$ cat config.mk
export PLATFORM = sky130hd
export DESIGN_NAME = gfx256_pixel_writer
export DESIGN_NICKNAME = d
export VERILOG_FILES = /design/src/rtl/gfx256_pixel_writer.sv
export SDC_FILE = /design/constraint.sdc
export NUM_CORES = 1
export LEC_CHECK = 0
export BUFFER_PORTS_ARGS = -buffer_cell sky130_fd_sc_hd__buf_2
export CORE_UTILIZATION = 55
export DETAILED_ROUTE_END_ITERATION = 16
export PLACE_DENSITY = 0.79
export SLEW_MARGIN = 0
export SYNTH_ARGS = -nofsm -noshare
export SYNTH_HDL_FRONTEND = slang
export SYNTH_SLANG_ARGS = --single-unit
$ cat constraint.sdc
create_clock -name clk_i -period 8.3 [get_ports clk_i]
set_input_delay 0.415 -clock clk_i [delete_from_list [all_inputs] [get_ports clk_i]]
set_output_delay 0.415 -clock clk_i [all_outputs]
set_load 0.005 [all_outputs]
$ cat src/rtl/gfx256_pixel_writer.sv
// Single-pixel framebuffer writer: accepts one pixel, computes its byte address,
// clips it, and issues one byte-enabled 32-bit memory write per kept pixel.
module gfx256_pixel_writer (
    input  logic        clk_i,
    input  logic        rst_ni,
    input  logic [1:0]  depth_i,
    input  logic [31:0] target_base_i,
    input  logic [15:0] target_size_x_i,
    input  logic [15:0] target_size_y_i,
    input  logic        clip_en_i,
    input  logic [15:0] clip_x0_i,
    input  logic [15:0] clip_y0_i,
    input  logic [15:0] clip_x1_i,
    input  logic [15:0] clip_y1_i,
    input  logic        pix_valid_i,
    output logic        pix_ready_o,
    input  logic [15:0] pix_x_i,
    input  logic [15:0] pix_y_i,
    input  logic [31:0] pix_color_i,
    output logic        mem_req_o,
    input  logic        mem_ack_i,
    output logic [31:0] mem_adr_o,
    output logic [31:0] mem_dat_o,
    output logic [3:0]  mem_sel_o,
    output logic        busy_o,
    output logic [15:0] discard_cnt_o
);

    localparam int unsigned AW = 32;
    localparam int unsigned CW = 16;

    typedef enum logic [1:0] {IDLE, CALC, REQ} state_e;

    // Pixel and configuration snapshot taken at acceptance
    typedef struct packed {
        logic [1:0]    depth;
        logic [AW-1:0] base;
        logic [CW-1:0] size_x;
        logic [CW-1:0] size_y;
        logic          clip_en;
        logic [CW-1:0] cx0;
        logic [CW-1:0] cy0;
        logic [CW-1:0] cx1;
        logic [CW-1:0] cy1;
        logic [CW-1:0] x;
        logic [CW-1:0] y;
        logic [31:0]   color;
    } pix_t;

    state_e        state_q, state_d;
    pix_t          pix_q, pix_d;
    logic          ready_q, ready_d;
    logic          busy_q, busy_d;
    logic          req_q, req_d;
    logic [AW-1:0] adr_q, adr_d;
    logic [31:0]   dat_q, dat_d;
    logic [3:0]    sel_q, sel_d;
    logic [CW-1:0] disc_q, disc_d;

    logic [AW-1:0] offs_c;
    logic [AW-1:0] pix_off_c;
    logic [AW-1:0] adr_c;
    logic [31:0]   dat_c;
    logic [3:0]    sel_c;
    logic          keep_c;

    // Address, data lanes and keep decision from the latched snapshot
    always_comb begin
        offs_c    = AW'(pix_q.y) * AW'(pix_q.size_x) + AW'(pix_q.x);
        pix_off_c = offs_c;
        dat_c     = pix_q.color;
        case (pix_q.depth)
            2'b00:   pix_off_c = offs_c;
            2'b01:   pix_off_c = offs_c << 1;
            2'b11:   pix_off_c = offs_c << 2;
            default: pix_off_c = offs_c;
        endcase
        adr_c = pix_q.base + pix_off_c;
        case (pix_q.depth)
            2'b00: begin
                dat_c = {4{pix_q.color[7:0]}};
                sel_c = 4'(4'b0001 << adr_c[1:0]);
            end
            2'b01: begin
                dat_c = {2{pix_q.color[15:0]}};
                sel_c = adr_c[1] ? 4'b1100 : 4'b0011;
            end
            default: begin
                dat_c = pix_q.color;
                sel_c = 4'b1111;
            end
        endcase
        keep_c = (pix_q.x < pix_q.size_x) && (pix_q.y < pix_q.size_y) && (pix_q.depth != 2'b10);
        if (pix_q.clip_en) begin
            keep_c = keep_c && (pix_q.x >= pix_q.cx0) && (pix_q.x < pix_q.cx1)
                            && (pix_q.y >= pix_q.cy0) && (pix_q.y < pix_q.cy1);
        end
    end

    always_comb begin
        state_d = state_q;
        pix_d   = pix_q;
        req_d   = req_q;
        adr_d   = adr_q;
        dat_d   = dat_q;
        sel_d   = sel_q;
        disc_d  = disc_q;
        case (state_q)
            IDLE: begin
                if (pix_valid_i && ready_q) begin
                    pix_d = '{depth: depth_i, base: target_base_i,
                              size_x: target_size_x_i, size_y: target_size_y_i,
                              clip_en: clip_en_i, cx0: clip_x0_i, cy0: clip_y0_i,
                              cx1: clip_x1_i, cy1: clip_y1_i,
                              x: pix_x_i, y: pix_y_i, color: pix_color_i};
                    state_d = CALC;
                end
            end
            CALC: begin
                if (keep_c) begin
                    state_d = REQ;
                    req_d   = 1'b1;
                    adr_d   = adr_c;
                    dat_d   = dat_c;
                    sel_d   = sel_c;
                end else begin
                    state_d = IDLE;
                    disc_d  = (disc_q == {CW{1'b1}}) ? disc_q : disc_q + CW'(1);
                end
            end
            REQ: begin
                if (mem_ack_i) begin
                    state_d = IDLE;
                    req_d   = 1'b0;
                    adr_d   = '0;
                    dat_d   = '0;
                    sel_d   = '0;
                end
            end
            default: state_d = IDLE;
        endcase
        ready_d = (state_d == IDLE);
        busy_d  = (state_d != IDLE);
    end

    always_ff @(posedge clk_i or negedge rst_ni) begin
        if (!rst_ni) begin
            state_q <= IDLE;
            pix_q   <= '0;
            ready_q <= 1'b0;
            busy_q  <= 1'b0;
            req_q   <= 1'b0;
            adr_q   <= '0;
            dat_q   <= '0;
            sel_q   <= '0;
            disc_q  <= '0;
        end else begin
            state_q <= state_d;
            pix_q   <= pix_d;
            ready_q <= ready_d;
            busy_q  <= busy_d;
            req_q   <= req_d;
            adr_q   <= adr_d;
            dat_q   <= dat_d;
            sel_q   <= sel_d;
            disc_q  <= disc_d;
        end
    end

    assign pix_ready_o   = ready_q;
    assign busy_o        = busy_q;
    assign mem_req_o     = req_q;
    assign mem_adr_o     = adr_q;
    assign mem_dat_o     = dat_q;
    assign mem_sel_o     = sel_q;
    assign discard_cnt_o = disc_q;

endmodule

==> run_results.csv, run 1 <==
group,metric,value,unit
floorplanning,die_x,212,um
global_routing,grt_max_degree,251,
sta,slew_violations,0,
synth,yosys.area.top_type,"dfrtp_1",
sta,fin_skew,17.3,ps
layout,multiInputGateArea,15200,um2
global_routing,grt.overflow.total,0,
sta,worst_slew_pin_slew,1090,ps
synth,synth_top_cell_area_share,29.4,%
global_routing,grt_usage,30.0,%
clock_tree,cts_inserted_buffers,31,
routing,viasPerCell,5.53,
clock_tree,cts_tree,"done",
synth,ys_ff_latch,284,
synth,postSynthCellCount,2595,
routing,first_iter_violations,1310,
global_routing,grt_pass1_vias,19900,
layout,drive_gt1_share,19.2,%
sta,clock.fmax,0.125,GHz
synth,async_flop_share,100,%
critical_path,cp-end-kind,"flip-flop",
critical_path,critical_path.max_fanout,16,
floorplanning,coreArea,43200,um2
floorplanning,dieArea,44700,um2
routing,drc,0,
synth,yosys-top-cells-area,"dfrtp_1 (29%), fa_1 (17%), ha_1 (12%)",
clock_tree,cts_buffer_depth,3,
layout,syn2layout_area_growth,14.4,%
global_routing,antenna_found_initial,1,
synth,yosysWarnings,0,
layout,n_fill_cell,3509,
run_status,run_status,"finished clean",
routing,postRouteAntennaNets,0,
routing,wire_per_inst,18.8,um
floorplanning,rows,76,
global_routing,grt_pass1_wl,106,mm
critical_path,crit_type,"flip-flop to flip-flop",
placement,place_congestion,0.954,
job,drv_cap,0,
synth,yosysSeqAreaShare,29.4,%
floorplanning,ioPinCount,286,
placement,placed_cells,3423,
sta,finalCritPeriodShare,96.6,%
routing,wl,65.5,mm
sta,min_period,8020,ps
layout,regArea,7130,um2
placement,place_ws,204,ps
critical_path,worstSetupStartpointType,"flip-flop",
sta,relSlewSlack,27.4,%
layout,instances_no_fill,3485,
placement,dp_hpwl,51.7,mm
routing,num_vias,19300,
sta,setup_ws,281,ps
floorplanning,start_util,55.9,%
critical_path,cp_data_required_time,8780,ps
layout,insertedDiodeCount,0,
synth,synthFlopType,"dfrtp_1",
synth,synth_edf_count,0,
synth,synth_fp_nets,3235,
clock_tree,htree_num_levels,1,
synth,synth.avg_cell_area,9.31,um2
synth,netlist_area,24100,um2
clock_tree,clk_pin_slew,70,ps
layout,final_util,64.0,%
placement,portBuffers,285,
synth,synth_cell_type_count,78,
synth,synth_most_common_cell,"nand2_1",
clock_tree,numClockSinks,284,
sta,hold_viol_final,0,
sta,finalSetupViolCount,0,
sta,rsz0062_at_grt,"yes",
clock_tree,cts_root_buf,"clkbuf_16",
floorplanning,chipHeight,212,um
critical_path,cp_data_arrival_time,8500,ps
clock_tree,clock_latency,570,ps
hold_path,hold_class,"input port to flip-flop",
routing,drtPass1Iterations,5,
layout,nets,3516,
synth,synthTopCellsByCount,"nand2_1 (414), inv_1 (400), dfrtp_1 (284), ha_1 (230), fa_1 (211)",
[per-layer routing]
layer  up-vias  part of all wire (%)  track usage (%)
met3       139                   7.8             5.62
li1       8965                     -                -
met5         -                 0.015                0
met4         2                   3.1             8.82
met2       723                    46             47.3
met1      9459                    43             42.1
[metrics by stage]
step	hold WS, ps	cell area, um2	TNS (ps)
final	43.9	27600	0
after detailed placement	460	26400	0
after floorplan	119	24100	0
after CTS	29.8	27500	0
after global routing	40.1	27600	-33.4
after global placement	455	26400	0
[layout make-up]
type | count | area share (%)
multi-input combinational | 1807 | 55.0
tap | 585 | 2.65
sequential | 284 | 25.8
timing repair buffer | 351 | 7.06
clock inverter | 16 | 0.843
clock buffer | 41 | 3.20
inverter | 401 | 5.45
[path summary, 6_finish.rpt]
kind / from / end / slack, ps / cells after the start
setup / recovery: pix_q[158]$_DFFE_PN0P_ / mem_adr_o[31]$_DFFE_PN0P_ / 280 / 27
hold / removal: clip_x1_i[11] / pix_q[91]$_DFFE_PN0P_ / 40 / 3
setup reg to reg: pix_q[158]$_DFFE_PN0P_ / mem_adr_o[31]$_DFFE_PN0P_ / 280 / 27
hold reg to reg: mem_req_o$_DFFE_PN0P_ / mem_req_o$_DFFE_PN0P_ / 480 / 1
max in group asynchronous: rst_ni / discard_cnt_o[0]$_DFFE_PN0P_ / 5720 / 4
min in group asynchronous: rst_ni / pix_q[155]$_DFFE_PN0P_ / 480 / 2
[state kept, by name (all words and copies together) (netlist names)]
signal	flops
mem_sel_o	4
state_q	2
mem_req_o	1
pix_ready_o	1
discard_cnt_o	16
mem_dat_o	32
mem_adr_o	32
pix_q	195
busy_o	1
[worst max-delay path, cell delays in order (launching register included)]
cell and delay (ps):
dfrtp_1 720, nand2_1 170, fa_1 560, fa_1 510
inv_1 60, fa_1 520, fa_1 450, fa_1 540
inv_1 60, fa_1 480, inv_1 40, ha_1 330
a21o_1 250, a221oi_1 350, o32ai_1 160, or2_2 310
a21oi_1 260, mux2i_1 130, a21oi_1 170, ha_1 290
a21o_1 200, a21o_1 160, a21o_2 220, a31o_1 210
a41oi_2 190, a21oi_2 90, xnor3_1 330, mux2i_1 150
[placed cells by master (no fill, tap or decap), types with 15 or more instances in the layout]
cell type	netlist	routed
fa_1	211	211
mux2_2	100	100
mux2i_1	38	38
xnor2_1	41	39
o21ai_0	208	208
xor2_1	25	25
dfrtp_2	0	15
buf_2	5	284
ha_1	230	226
nand3_1	19	19
clkbuf_16	0	31
nor2_1	96	96
buf_4	1	63
nand2_1	414	414
nor2b_1	16	15
a21oi_1	88	86
a21o_1	37	37
nor3_1	20	19
and2_1	96	96
inv_1	400	400
dfrtp_1	284	269
[kinds of logic after synthesis]
logic type | share of synthesized area, %
AO/OA/AOI/OAI | 11.3
adder cells (fa/ha/maj) | 29.4
AND/OR/NAND/NOR | 13.2
flip-flops | 29.4
XOR/XNOR | 2.49
buffers and inverters | 7.99
multiplexers | 6.24
[what timing repair did]
action / in CTS / in global routing
setup buffers: 0 / 4
gates resized for setup: 0 / 28
hold buffers: 1 / 0
endpoints found under the hold margin: 110 / 0
endpoints found under the setup margin: 0 / 9
Power of run 1 is left out: the tool's default activity adds up to more than one toggle a clock period on the data nets, which glitch-free logic cannot reach.
==> run 2: changes to the inputs <==
CELL_PAD_IN_SITES_DETAIL_PLACEMENT = 0   (was default)
CELL_PAD_IN_SITES_GLOBAL_PLACEMENT = 1   (was default)
CORE_UTILIZATION = 42   (was 55)
PLACE_DENSITY = 0.78   (was 0.79)
==> run 2 against run 1 <==
Net effect: worst hold slack improved by 14 ps; die area increased by 31%; flip-flop and latch count unchanged; cell count increased by 5.1%; clock skew increased by 15 ps.
==> run_results.csv, run 2 (synthesis results as in run 1) <==
group,metric,value,unit
sta,finalCritPeriodShare,95.6,%
job,drv_cap,0,
clock_tree,cts_root_buf,"clkbuf_16",
layout,n_fill_cell,5355,
sta,fin_skew,31.9,ps
floorplanning,start_util,42.7,%
clock_tree,numClockSinks,284,
layout,drive_gt1_share,19.5,%
routing,wl,66.9,mm
critical_path,r2r_setup_slack,370,ps
critical_path,cp_data_arrival_time,8400,ps
clock_tree,htree_num_levels,2,
sta,slew_violations,0,
floorplanning,ioPinCount,286,
floorplanning,coreArea,56600,um2
layout,final_common_cell,"nand2_1",
global_routing,antenna_found_initial,8,
placement,place_ws,28.1,ps
critical_path,critical_path.max_fanout,15,
clock_tree,clk_pin_slew,60,ps
critical_path,cp-end-kind,"flip-flop",
critical_path,rr_startpoint,"pix_q[44]$_DFFE_PN0P_",
global_routing,grt_max_degree,255,
sta,hold_viol_final,0,
routing,wire_per_inst,18.3,um
layout,regMostFlops,"pix_q",
critical_path,reg2reg_to,"mem_adr_o[31]$_DFFE_PN0P_",
global_routing,grt_usage,23.2,%
routing,postRouteAntennaNets,0,
clock_tree,cts_inserted_buffers,34,
critical_path,crit_slowest_cell,"fa_1",
hold_path,hp-start,"clip_x0_i[3]",
layout,largest_register_ffs,195,
layout,syn2layout_area_growth,15.6,%
hold_path,holdPathStages,3,
critical_path,cp_data_required_time,8770,ps
clock_tree,cts_buffer_depth,3,
layout,final_cell_area,27900,um2
critical_path,cp_common_cell,"fa_1",
routing,viasPerCell,5.13,
sta,worst_slew_pin_slew,1120,ps
floorplanning,dieArea,58500,um2
critical_path,worstSetupStartpointType,"flip-flop",
clock_tree,cts_tree,"done",
global_routing,grt.overflow.total,0,
critical_path,slowest_delay,540,ps
placement,place_congestion,0.887,
critical_path,crit_type,"flip-flop to flip-flop",
sta,setup_ws,369,ps
routing,drc,0,
clock_tree,clock_latency,560,ps
routing,drtPass1Iterations,5,
placement,portBuffers,285,
run_status,run_status,"finished clean",
layout,final_cell_mix,"nand2_1 (413), inv_1 (400), buf_2 (284)",
placement,placed_cell_area,26600,um2
floorplanning,chipHeight,242,um
floorplanning,rows,87,
sta,relSlewSlack,25.3,%
global_routing,grt_pass1_vias,19600,
placement,dp_hpwl,53.0,mm
sta,finalSetupViolCount,0,
sta,min_period,7930,ps
hold_path,hold_class,"input port to flip-flop",
critical_path,worst-r2r-cell-count,30,
layout,nets,3523,
routing,num_vias,18800,
routing,first_iter_violations,950,
hold_path,holdPathEnd,"pix_q[115]$_DFFE_PN0P_",
floorplanning,die_x,242,um
sta,clock.fmax,0.126,GHz
global_routing,grt_pass1_wl,108,mm
[run 2: per-layer routing]
layer | wire (um) | global-route usage, %
met1 | 30800 | 32.5
met4 | 1570 | 6.09
met5 | 62 | 0
met3 | 3610 | 4.38
met2 | 30800 | 36.7
[run 2: how the worst max path moves through the flow]
stage / end / cells after the start / slack [ps] / start
final: mem_adr_o[31]$_DFFE_PN0P_ / 30 / 370 / pix_q[44]$_DFFE_PN0P_
after global routing: mem_adr_o[31]$_DFFE_PN0P_ / 31 / -20 / pix_q[149]$_DFFE_PN0P_
after CTS: mem_adr_o[31]$_DFFE_PN0P_ / 30 / 40 / pix_q[37]$_DFFE_PN0P_
after detailed placement: mem_adr_o[31]$_DFFE_PN0P_ / 28 / 30 / pix_q[38]$_DFFE_PN0P_
after global placement: mem_adr_o[31]$_DFFE_PN0P_ / 28 / 140 / pix_q[38]$_DFFE_PN0P_
after floorplan: mem_adr_o[31]$_DFFE_PN0P_ / 33 / 520 / pix_q[148]$_DFFE_PN0P_
[run 2: final cells by class]
type / instances / area, um2 / share of cell area (%)
Clock buffer: 47 / 960 / 3.44
Timing Repair Buffer: 355 / 1980 / 7.10
Multi-Input combinational cell: 1807 / 15200 / 54.4
Inverter: 401 / 1510 / 5.39
Clock inverter: 12 / 190 / 0.681
Sequential cell: 284 / 7130 / 25.5
Antenna cell: 1 / 2.50 / 0.00897
Tap cell: 756 / 946 / 3.39
[run 2: what timing repair did]
item,in CTS,in global routing
gates resized for setup,1,40
buffers inserted,0,9
hold buffers,1,0
setup endpoints to repair,1,10
hold endpoints to repair,88,0
pin swaps,0,6
[run 2: critical path, delay by kind of cell, from the launching register on]
kind	cells	cell delay [ps]
buffers and inverters	5	460
and+or+nand+nor	6	1100
AOI/OAI and AO/OA	8	1460
xor gates and xnor gates	2	560
adders and majority gates	8	3650
muxes	1	130
DFF	1	480
[run 2: metrics by stage]
step                      std cells  TNS [ps]  util, %  hold slack (ps)
final                          3663         0     49.3             58.3
after global routing           3663     -17.1     49.3             64.7
after CTS                      3653         0     49.0             32.2
after detailed placement       3593         0     47.0              465
after global placement         3593         0     47.0              458
after floorplan                2595         0        -              119
Power of run 2 is left out for the same reason.
